File: src/rtl/circ_buf_pkg.sv
// Shared types and sizing helpers for the column-wise circular buffer controller.
//   state_t   : controller phase, 2-bit encoding IDLE=0, RUN=1, DRAIN=2
//   ptr_w()   : pointer width for a ring of 'cols' columns (min 1 bit)
//   cnt_w()   : occupancy width, one bit wider than the pointer so COLUMNS fits
package circ_buf_pkg;

  typedef enum logic [1:0] {
    IDLE  = 2'd0,
    RUN   = 2'd1,
    DRAIN = 2'd2
  } state_t;

  localparam int DEF_COLUMNS = 32;

  function automatic int ptr_w(input int cols);
    return (cols > 1) ? $clog2(cols) : 1;
  endfunction

  function automatic int cnt_w(input int cols);
    return ptr_w(cols) + 1;
  endfunction

endpackage

File: src/rtl/circ_buf_ctrl_ptr_wrap_adv.sv
// Registered ring pointer with modulo-COLUMNS wrap.
//   clk, rst : clock, async active-low reset (pointer -> 0)
//   clr      : synchronous clear to 0 (new run)
//   adv      : advance by STEP this cycle
//   ptr      : current pointer, 0..COLUMNS-1
module ptr_wrap_adv #(
  parameter int COLUMNS = 32,
  parameter int STEP    = 1,
  parameter int PW      = 5
) (
  input  logic          clk,
  input  logic          rst,
  input  logic          clr,
  input  logic          adv,
  output logic [PW-1:0] ptr
);

  localparam logic [PW:0] STEP_V = (PW+1)'(STEP);
  localparam logic [PW:0] COL_V  = (PW+1)'(COLUMNS);

  // ptr < COLUMNS and STEP <= COLUMNS, so one conditional subtract is enough
  // and the sum never overflows PW+1 bits.
  logic [PW:0] sum;
  logic [PW:0] wrapped;

  always_comb begin
    sum     = {1'b0, ptr} + STEP_V;
    wrapped = (sum >= COL_V) ? (sum - COL_V) : sum;
  end

  always_ff @(posedge clk or negedge rst) begin
    if (!rst)     ptr <= '0;
    else if (clr) ptr <= '0;
    else if (adv) ptr <= wrapped[PW-1:0];
  end

endmodule

File: src/rtl/circ_buf_ctrl.sv
// Circular buffer controller: owns write/read pointers and occupancy, gates
// PAR_WRITE-column write beats and PAR_READ-column read beats with
// valid/ready, and sequences IDLE -> RUN -> DRAIN -> IDLE.
//   clk, rst            : clock, async active-low reset
//   start, drain        : phase requests (levels)
//   wr_valid/wr_ready   : producer handshake; wr_en = accepted write strobe
//   write_ptr           : first column of the current write beat
//   rd_valid/rd_ready   : consumer handshake
//   read_ptr            : first column of the current read beat
//   count, full, empty  : occupancy, 0..COLUMNS
//   busy                : state != IDLE
module circ_buf_ctrl
  import circ_buf_pkg::*;
#(
  parameter int COLUMNS   = DEF_COLUMNS,
  parameter int PAR_WRITE = 4,
  parameter int PAR_READ  = 1,
  localparam int PW = ptr_w(COLUMNS),
  localparam int CW = cnt_w(COLUMNS)
) (
  input  logic          clk,
  input  logic          rst,
  input  logic          start,
  input  logic          drain,
  input  logic          wr_valid,
  output logic          wr_ready,
  output logic          wr_en,
  output logic [PW-1:0] write_ptr,
  output logic          rd_valid,
  input  logic          rd_ready,
  output logic [PW-1:0] read_ptr,
  output logic [CW-1:0] count,
  output logic          full,
  output logic          empty,
  output logic          busy
);

  localparam logic [CW-1:0] COL_C = CW'(COLUMNS);
  localparam logic [CW-1:0] PWR_C = CW'(PAR_WRITE);
  localparam logic [CW-1:0] PRD_C = CW'(PAR_READ);
  localparam logic [CW-1:0] WLIM  = CW'(COLUMNS - PAR_WRITE);

  state_t        state, state_nxt;
  logic          clr;
  logic          rd_en;
  logic [CW-1:0] cnt_nxt;

  // Ready/valid come from registered count only: a read in the same cycle
  // never frees space for a write.
  assign wr_ready = (state == RUN) && (count <= WLIM);
  assign rd_valid = (state != IDLE) && (count >= PRD_C);
  assign wr_en    = wr_valid & wr_ready;
  assign rd_en    = rd_valid & rd_ready;
  assign full     = (count == COL_C);
  assign empty    = (count == '0);
  assign busy     = (state != IDLE);
  assign cnt_nxt  = count + (wr_en ? PWR_C : '0) - (rd_en ? PRD_C : '0);

  always_comb begin
    state_nxt = state;
    clr       = 1'b0;
    case (state)
      IDLE:    if (start) begin state_nxt = RUN; clr = 1'b1; end
      RUN:     if (drain) state_nxt = DRAIN;
      DRAIN:   if (cnt_nxt < PRD_C) state_nxt = IDLE;
      default: state_nxt = IDLE;
    endcase
  end

  always_ff @(posedge clk or negedge rst) begin
    if (!rst) state <= IDLE;
    else      state <= state_nxt;
  end

  // Leaving DRAIN drops any sub-beat remainder; pointers hold until next start.
  always_ff @(posedge clk or negedge rst) begin
    if (!rst)                                    count <= '0;
    else if (clr)                                count <= '0;
    else if (state == DRAIN && state_nxt == IDLE) count <= '0;
    else                                         count <= cnt_nxt;
  end

  ptr_wrap_adv #(.COLUMNS(COLUMNS), .STEP(PAR_WRITE), .PW(PW)) u_wptr (
    .clk(clk), .rst(rst), .clr(clr), .adv(wr_en), .ptr(write_ptr)
  );

  ptr_wrap_adv #(.COLUMNS(COLUMNS), .STEP(PAR_READ), .PW(PW)) u_rptr (
    .clk(clk), .rst(rst), .clr(clr), .adv(rd_en), .ptr(read_ptr)
  );

endmodule

File: config.mk
export PLATFORM = sky130hd
export DESIGN_NAME = circ_buf_ctrl
export DESIGN_NICKNAME = d
export VERILOG_FILES = /design/src/rtl/circ_buf_pkg.sv /design/src/rtl/circ_buf_ctrl_ptr_wrap_adv.sv /design/src/rtl/circ_buf_ctrl.sv
export SDC_FILE = /design/constraint.sdc
export NUM_CORES = 1
export LEC_CHECK = 0
export BUFFER_PORTS_ARGS = -buffer_cell sky130_fd_sc_hd__buf_2
export CORE_MARGIN = 3
export CORE_UTILIZATION = 30
export CTS_CLUSTER_DIAMETER = 120
export DETAILED_ROUTE_END_ITERATION = 12
export GPL_ROUTABILITY_DRIVEN = 1
export GPL_TIMING_DRIVEN = 1
export PLACE_DENSITY = 0.48
export SKIP_LAST_GASP = 1
export SYNTH_ARGS = -nofsm -noshare
export SYNTH_HDL_FRONTEND = slang
export SYNTH_HIERARCHICAL = 1
export SYNTH_SLANG_ARGS = --single-unit
File: constraint.sdc
create_clock -name clk -period 3.75 [get_ports clk]
set_input_delay 0.375 -clock clk [delete_from_list [all_inputs] [get_ports clk]]
set_output_delay 0.375 -clock clk [all_outputs]
set_load 0.01 [all_outputs]
==> metrics <==
status finished, final reports clean; Worst path slowest cell a2111oi_2; YS warnings 6; asr flop ratio synth 1.00; Crit Path Max Fanout 4; Max VDD drop 0.000315 V; port bufs 25; P&R area growth vs syn 19.3%; Relative slew margins 0.626; fmax 0.328 GHz; Max-Cap Viols 0; Pre-Repair DR Iteration Count 4; Top Ports 28; Rows 20; initial core utilization 0.329; CTS tree built; synthesized netlist cell count 107; first-pass GRT wire length 3680 um; Yosys cell types 30; Via Count 824; Post-synth EDFFs 0; Lkg Pwr 0.637 nW; RSZ-0062 raised after global routing false; Clock Root Buffer clkbuf_4; Hold Path Class primary input to flip-flop; final hold vios 0; Clock Latency Late Sink 290 ps; count leader, synth dfrtp_1; crit path time final 3050 ps; max incr delay on CP 470 ps; post-synthesis cell area 1050 um^2; number of inserted diodes 0; number of fill cells 342; initial antenna violation count 0; Data arrival, critical path 3290 ps; number of setup violations in the final report 0; Die Area 4260 um^2; Die Wd 65.3 um; vias in the first global route 743; buffers inserted by post-CTS timing repair 0; Synth top area share 0.380; grt total ovfl 0; Pwr Density 860 nW/um^2; Placeable Area 3200 um^2; FF+latch count, synth 16; top cells by count, synth dfrtp_1, nor2_1, ha_1; Worst setup EP type flip-flop; CTS Buf Count 3; Synth Area per Inst 9.86 um^2; setup TNS 0 ps; Design Power 0.00108 W; TritonCTS Sinks 16; Synth Flop Type dfrtp_1; CTS Buffer Depth 2; Nets 154; top cells by area, synth dfrtp_1, ha_1, nor2_1, inv_1, and2_1; Final period util 0.814; Slew Limit Fails 0; GPL Wtd Cong 0.746; routed len/inst 12.6 um; Cell Chain, Critical Path inv_1 > ha_1 > nand3_2 > a21oi_1 > a2111oi_2 > nand2_1 > ha_1 > inv_1 > fa_1 > a21o_1 > a21oi_1 > mux2i_1 > nand3b_1; post-DP HPWL 1740 um; DRC viols 0; worst path required time 3980 ps; clk slew on worst S/H paths 100 ps; clk_skew 4.10 ps; 1st-iter DRT viols 3; WL final 2230 um; antenna-violating nets left 0; CP startpoint kind flip-flop; largest net degree at the start of global routing 17; number of vias per cell 4.63; Slew @ Worst Pin 561 ps; Post-Place Cells 173; Cell Count, Final, Fillers Out 178; share of cells above drive strength 1 0.246; CP Class flip-flop to flip-flop; Yosys top cell by area dfrtp_1; CTS H-Tree Depth 1; die height 65.3 um; GRT Total Usage 0.114; sequential-to-total area share from yosys stat 0.380
## per-stage QoR
| step | utilization | setup slack, ps | hold WS [ps] | instance area, um^2 |
|---|---|---|---|---|
| 2_1_floorplan | - | 780 | 79.4 | 1060 |
| 3_3_place_gp | 0.379 | 666 | 325 | 1210 |
| 3_5_place_dp | 0.379 | 678 | 322 | 1210 |
| 4_1_cts | 0.393 | 651 | 341 | 1260 |
| 5_1_grt | 0.393 | 492 | 340 | 1260 |
| 6_report | 0.393 | 697 | 347 | 1260 |
## power by group
group / total (W) / leakage (nW) / internal [W] / switching, W
registers: 0.000315 / 0.198 / 0.000242 / 0.0000732
logic: 0.000649 / 0.418 / 0.000307 / 0.000343
clock network: 0.000119 / 0.0210 / 0.0000592 / 0.0000595
## sequential cells by signal, indices dropped and copies added (netlist names)
name / flops
count: 6
u_rptr/ptr: 5
state: 2
u_wptr/ptr: 3
## final timing paths
path	start	endpoint	slack [ps]	depth (start not counted)
max	count[5]	state[1]	700	13
min in group asynchronous	rst	u_rptr/ptr[2]	520	2
max reg2reg	count[5]	state[1]	700	13
min	start	state[0]	350	3
max in group asynchronous	rst	state[0]	2960	2
min reg2reg	u_wptr/ptr[3]	u_wptr/ptr[3]	570	2
## worst max-delay path: cells and delay by family (launching register included)
| family | cells | cell delay (ps) |
|---|---|---|
| multiplexers | 1 | 230 |
| AO/OA/AOI/OAI | 4 | 950 |
| flip-flops | 1 | 430 |
| adder cells (fa/ha/maj) | 3 | 910 |
| AND/OR/NAND/NOR | 3 | 320 |
| buffers and inverters | 2 | 160 |
## area by class of cell
type	count	area, um^2	area share
clock buffers	4	36.3	0.0288
flip-flops and latches	16	400	0.318
well taps	44	55.1	0.0437
repair buffers	26	135	0.107
multi-input cells	77	591	0.469
inverters	11	41.3	0.0328
## cells in the final DEF, fill, tap and decap left out, types with 3 or more instances in the layout
cell      netlist  routed
xnor2_1         4       4
ha_1           12      12
mux2i_1         3       3
a21oi_1         7       7
nand3b_1        5       5
and2_1          6       6
nand4_1         3       3
dfrtp_1        16      16
clkbuf_4        0       3
buf_2           0      25
nor2_1         13      13
inv_1          11      11
nor2b_1         4       4
## routing by layer
layer  up-vias  track usage  part of all wire
li1        410            -                 -
met1       391        0.155              0.49
met2        21        0.169              0.45
met3         2       0.0410             0.059
met4         0       0.0311            0.0085
met5         -            0                 0
## cells by family after synthesis
group	count (synthesis)	synth area share
AO/OA/AOI/OAI	12	0.0818
XOR/XNOR	5	0.0415
adder cells (fa/ha/maj)	13	0.161
buffers and inverters	15	0.0641
flip-flops	16	0.380
multiplexers	5	0.0534
other	1	0.00356
AND/OR/NAND/NOR	40	0.215
## timing repair
item	in CTS	in global routing
gates resized for setup	0	0
hold buffers	1	0
hold endpoints to repair	16	0
Power figures use the tool's default switching activity.
